`src/rtl/apb_cmd_bridge.sv`:
```
// apb_cmd_bridge: converts a valid/ready command channel into one APB requester
// transfer per command and returns the completion on a valid/ready response channel.
// At most one transfer is in flight; every output is driven from a register.
// Optional build macro APB_TIMEOUT_EN adds an ACCESS-phase watchdog that aborts a
// transfer after TIMEOUT_CYCLES cycles with pready low. Without it, ACCESS waits
// for pready indefinitely and rsp_timeout is tied low.
`timescale 1ns/1ps

module apb_cmd_bridge #(
  parameter int ADDR_WIDTH     = 32,
  parameter int DATA_WIDTH     = 32,
  parameter int TIMEOUT_CYCLES = 256
) (
  input  logic                  pclk,
  input  logic                  preset,
  input  logic                  cmd_valid,
  output logic                  cmd_ready,
  input  logic [ADDR_WIDTH-1:0] cmd_addr,
  input  logic                  cmd_write,
  input  logic [DATA_WIDTH-1:0] cmd_wdata,
  output logic                  rsp_valid,
  input  logic                  rsp_ready,
  output logic [DATA_WIDTH-1:0] rsp_rdata,
  output logic                  rsp_err,
  output logic                  rsp_timeout,
  output logic [ADDR_WIDTH-1:0] paddr,
  output logic                  psel,
  output logic                  penable,
  output logic                  pwrite,
  output logic [DATA_WIDTH-1:0] pwdata,
  input  logic                  pready,
  input  logic [DATA_WIDTH-1:0] prdata,
  input  logic                  pslverr
);

  typedef enum logic [1:0] {
    IDLE   = 2'd0,
    SETUP  = 2'd1,
    ACCESS = 2'd2,
    RESP   = 2'd3
  } state_t;

  state_t                state;
  state_t                state_nxt;
  logic                  timeout_hit;

  logic                  cmd_ready_nxt;
  logic                  psel_nxt;
  logic                  penable_nxt;
  logic                  rsp_valid_nxt;
  logic [ADDR_WIDTH-1:0] paddr_nxt;
  logic                  pwrite_nxt;
  logic [DATA_WIDTH-1:0] pwdata_nxt;
  logic [DATA_WIDTH-1:0] rsp_rdata_nxt;
  logic                  rsp_err_nxt;

  // A watchdog limit of zero would abort before the completer could ever answer.
  if (TIMEOUT_CYCLES < 1) begin : g_bad_timeout
    $error("apb_cmd_bridge: TIMEOUT_CYCLES must be at least 1");
  end

`ifdef APB_TIMEOUT_EN
  localparam int                CNT_W = (TIMEOUT_CYCLES < 2) ? 1 : $clog2(TIMEOUT_CYCLES);
  localparam logic [CNT_W-1:0]  LIMIT = CNT_W'(TIMEOUT_CYCLES - 1);

  logic [CNT_W-1:0] wait_cnt;
  logic             rsp_timeout_nxt;

  // Count ACCESS cycles with pready low; held at zero elsewhere so each ACCESS starts fresh.
  always_ff @(posedge pclk) begin
    if (preset || (state != ACCESS) || pready) begin
      wait_cnt <= '0;
    end else begin
      wait_cnt <= wait_cnt + CNT_W'(1);
    end
  end

  // The current cycle is the TIMEOUT_CYCLES-th wait cycle; pready in this cycle still wins.
  assign timeout_hit = (state == ACCESS) && !pready && (wait_cnt == LIMIT);
`else
  assign timeout_hit = 1'b0;
  assign rsp_timeout = 1'b0;
`endif

  // State and output registers; reset returns to IDLE and discards any pending response.
  always_ff @(posedge pclk) begin
    if (preset) begin
      state       <= IDLE;
      cmd_ready   <= 1'b0;
      psel        <= 1'b0;
      penable     <= 1'b0;
      rsp_valid   <= 1'b0;
      paddr       <= '0;
      pwrite      <= 1'b0;
      pwdata      <= '0;
      rsp_rdata   <= '0;
      rsp_err     <= 1'b0;
`ifdef APB_TIMEOUT_EN
      rsp_timeout <= 1'b0;
`endif
    end else begin
      state       <= state_nxt;
      cmd_ready   <= cmd_ready_nxt;
      psel        <= psel_nxt;
      penable     <= penable_nxt;
      rsp_valid   <= rsp_valid_nxt;
      paddr       <= paddr_nxt;
      pwrite      <= pwrite_nxt;
      pwdata      <= pwdata_nxt;
      rsp_rdata   <= rsp_rdata_nxt;
      rsp_err     <= rsp_err_nxt;
`ifdef APB_TIMEOUT_EN
      rsp_timeout <= rsp_timeout_nxt;
`endif
    end
  end

  // Next-state: one command becomes SETUP -> ACCESS -> RESP, then back to IDLE.
  always_comb begin
    state_nxt = state;
    case (state)
      IDLE:    if (cmd_valid && cmd_ready) state_nxt = SETUP;
      SETUP:   state_nxt = ACCESS;
      ACCESS:  if (pready || timeout_hit) state_nxt = RESP;
      RESP:    if (rsp_ready) state_nxt = IDLE;
      default: state_nxt = IDLE;
    endcase
  end

  // Next output values, decoded from the next state so the registered outputs line up with it.
  always_comb begin
    cmd_ready_nxt = (state_nxt == IDLE);
    psel_nxt      = (state_nxt == SETUP) || (state_nxt == ACCESS);
    penable_nxt   = (state_nxt == ACCESS);
    rsp_valid_nxt = (state_nxt == RESP);
    paddr_nxt     = paddr;
    pwrite_nxt    = pwrite;
    pwdata_nxt    = pwdata;
    rsp_rdata_nxt = rsp_rdata;
    rsp_err_nxt   = rsp_err;
`ifdef APB_TIMEOUT_EN
    rsp_timeout_nxt = rsp_timeout;
`endif
    case (state)
      IDLE: begin
        if (cmd_valid && cmd_ready) begin
          paddr_nxt  = cmd_addr;
          pwrite_nxt = cmd_write;
          pwdata_nxt = cmd_write ? cmd_wdata : '0;
        end
      end
      ACCESS: begin
        if (pready) begin
          rsp_rdata_nxt = pwrite ? '0 : prdata;
          rsp_err_nxt   = pslverr;
`ifdef APB_TIMEOUT_EN
          rsp_timeout_nxt = 1'b0;
        end else if (timeout_hit) begin
          rsp_rdata_nxt   = '0;
          rsp_err_nxt     = 1'b1;
          rsp_timeout_nxt = 1'b1;
`endif
        end
      end
      RESP: begin
        if (rsp_ready) begin
          rsp_rdata_nxt = '0;
          rsp_err_nxt   = 1'b0;
`ifdef APB_TIMEOUT_EN
          rsp_timeout_nxt = 1'b0;
`endif
        end
      end
      default: ;
    endcase
  end

endmodule
```
`config.mk`:
```
export PLATFORM = sky130hd
export DESIGN_NAME = apb_cmd_bridge
export DESIGN_NICKNAME = d
export VERILOG_FILES = /design/src/rtl/apb_cmd_bridge.sv
export SDC_FILE = /design/constraint.sdc
export NUM_CORES = 1
export LEC_CHECK = 0
export CAP_MARGIN = 10
export CORE_ASPECT_RATIO = 0.6
export CORE_MARGIN = 4
export CORE_UTILIZATION = 40
export DETAILED_ROUTE_END_ITERATION = 12
export GPL_TIMING_DRIVEN = 0
export HOLD_SLACK_MARGIN = 0.05
export PLACE_DENSITY = 0.81
export SLEW_MARGIN = 20
export SYNTH_ARGS = -nofsm -noshare
export SYNTH_HDL_FRONTEND = slang
export SYNTH_SLANG_ARGS = --single-unit
```
`constraint.sdc`:
```
create_clock -name pclk -period 1.7 [get_ports pclk]
set_input_delay 0.17 -clock pclk [delete_from_list [all_inputs] [get_ports pclk]]
set_output_delay 0.17 -clock pclk [all_outputs]
set_load 0.01 [all_outputs]
```
==> summary.txt <==
Status
  – Status: completed

Detailed routing
  – Via total after detailed routing: 3918
  – Antenna Nets Post-Route: 0
  – Via density: 4.84
  – Final WL: 12400 um
  – DRC: 0
  – Pre-antenna DRT Iters: 4
  – Routed len/inst: 15.3 um
  – 1st-iter DRT viols: 98

Timing
  – Layout Skew: 5.48 ps
  – Fmax: 630 MHz
  – Final Max Tran Viols: 0
  – Setup violators final: 0
  – Final count of hold timing violations: 0
  – Min Tclk post-route: 1590 ps
  – Final Cycle Share: 93.3%
  – RSZ-0062 raised after global routing: false

Power
  – Internal power: 4120 uW
  – Register share of total power: 47.2%
  – Peak VDD IR: 0.425 mV
  – Lkg Pwr: 0.00250 uW
  – Total power: 5540 uW
  – Pwr dens: 856 nW/um^2
  – Sw Share: 25.7%
  – Clock power share: 34.6%
  – Gate power share: 18.2%
  – Switch Pwr: 1420 uW

Clock tree
  – CTS tree: yes
  – CTS root buf: clkbuf_16
  – CTS Buf Count: 9
  – Later-pin clock latency in the skew report: 340 ps
  – H-tree depth: 3
  – Worst-path clk slew: 70 ps
  – Clock sink count: 104
  – Hold Buf Count CTS: 0
  – Clk buf depth: 2
  – Postcts setup bufs: 0

Logic synthesis
  – Most common cell in the netlist: nand2_1
  – Register area share after synthesis: 52.2%
  – Post-synth EDFFs: 0
  – Mean Syn Cell Area: 8.66 sq um
  – Top cells by area, synth: dfxtp_1, nand2_1, a21oi_1
  – Commonest cells post-synth: nand2_1, dfxtp_1, a21oi_1
  – Synth async-reset ratio: 0%
  – Post-synth top area share: 52.2%
  – Seq cells post-synth: 104
  – Mapped Cells: 461
  – Synth Flop Type: dfxtp_1
  – Synth cell types: 23
  – Warnings, synthesis: 0
  – Top cell type by total area after synthesis: dfxtp_1
  – Post-Syn Area: 3990 sq um
  – Mapped Nets: 567

Hold path
  – Hold crit path type: in -> reg
  – Min-Delay Path Depth: 3

Cells and area
  – Share of cells above drive strength 1: 6.33%
  – Nets: 780
  – End-of-flow core utilization: 68.4%
  – Area grow syn2layout: 62.2%
  – Diode count: 0

Global route
  – First-pass GRT wire length: 19300 um
  – Total GRT Usage: 20.7%
  – Number of global-route vias before repair: 3885
  – Antenna violations before repair: 0
  – Total global routing overflow: 0
  – Largest net degree at the start of global routing: 20

Critical path
  – Reg-to-reg startpoint: state[1]
  – Worst Setup End Kind: register
  – CP Data Required Time: 1910 ps
  – R2R Setup Slk: 110 ps
  – RR Endpoint: psel
  – Critical path startpoint: state[1]
  – Kind of critical path: reg -> reg
  – Worst reg2reg path depth: 7
  – Crit path max fanout: 19
  – Crit start category: register
  – Arrival time at the worst endpoint: 1800 ps
  – Crit path to: psel

Placement
  – DP HPWL: 9910 um
  – Count of buffers from port buffering: 203
  – GPL Wtd Cong: 0.803

Die
  – Row cnt: 27
  – Core area: 9460 sq um
  – Die height: 85.4 um
  – Die footprint: 11700 sq um
  – Die width: 137 um
  – I/O Pins: 206
  – Initial core utilization: 42.2%

Job
  – MaxCap Viol Count: 0
[power groups by stage]
stage / Sequential (uW) / Clock (uW) / Combinational [uW]
after floorplan: 2710 / 0 / 380
after global placement: 2660 / 0 / 988
after detailed placement: 2670 / 0 / 1010
after CTS: 2610 / 1980 / 1010
after global routing: 2630 / 2080 / 1090
final: 2610 / 1920 / 1010
[repair_timing]
item	in CTS	in global routing
resized for setup	1	3
cloned	0	0
setup endpoints to repair	4	2
[through the flow]
stage / hold WS [ps] / cells / TNS [ps] / setup slack [ps] / area [sq um]
4_1_cts: 179 / 809 / 0 / 20.8 / 6460
6_report: 188 / 809 / 0 / 114 / 6470
3_5_place_dp: 445 / 794 / -15290 / -268 / 6190
2_1_floorplan: 306 / 461 / 0 / 99.2 / 3990
5_1_grt: 210 / 809 / 0 / 3.60 / 6470
3_3_place_gp: 437 / 794 / -12450 / -223 / 6190
[how the worst min path moves through the flow]
stage / start / endpoint / slack, ps
finish: cmd_write / pwdata[31] / 190
global placement: pwdata[27] / pwdata[27] / 440
floorplan: cmd_addr[0] / paddr[0] / 310
global route: cmd_write / pwdata[31] / 210
detailed placement: pwdata[5] / pwdata[5] / 440
CTS: cmd_write / pwdata[1] / 180
[cells in the final DEF (no fill, tap or decap), types with 6 or more instances in the layout]
cell type	Yosys	layout
clkdlybuf4s50_1	0	203
clkbuf_16	0	9
a21oi_1	67	67
dfxtp_1	104	103
nand2_1	131	131
buf_4	7	6
nor2b_1	6	6
nand3_1	33	33
clkbuf_1	13	13
nand2b_1	32	32
buf_2	12	10
mux2i_1	32	32
[state kept, by name (all words and copies together), names as in the netlist]
signal     cells
rsp_rdata     32
penable        1
rsp_err        1
pwrite         1
psel           1
paddr         32
rsp_valid      1
cmd_ready      1
pwdata        32
state          2
[logic make-up (layout without fill, tap and decap cells)]
kind of cell | count (synthesis) | count (layout) | share of synthesized area, %
compound gates | 73 | 73 | 9.53
fa+ha+maj | 3 | 3 | 0.941
buf+inv | 40 | 258 | 5.74
flops | 104 | 104 | 52.2
mux | 32 | 32 | 8.03
other cells | 1 | 1 | 0.0940
simple gates | 208 | 208 | 23.5
[critical path: stages, from the launching register on]
cell and delay (ps):
dfxtp_1 300, buf_2 180, nand4bb_1 140, clkbuf_4 170, buf_8 160, nand2_1 80
ha_1 300, nor2b_1 130
[per-layer routing]
layer / global-route usage [%] / vias to the layer above / part of all wire [%]
met5: 0 / - / 0
met4: 3.99 / 0 / 1.1
met3: 8.12 / 12 / 9.1
met2: 35.5 / 144 / 47
met1: 24.8 / 1828 / 43
li1: - / 1934 / -
[final cells by class]
| cell class | instances | area, sq um |
|---|---|---|
| fillers | 761 | 2990 |
| inverters | 2 | 7.51 |
| flip-flops and latches | 104 | 2080 |
| well taps | 130 | 163 |
| plain buffers | 37 | 226 |
| repair buffers | 203 | 2030 |
| clock inverters | 7 | 56.3 |
| clock buffers | 9 | 225 |
| multi-input cells | 317 | 1680 |
Power figures use the tool's default switching activity.
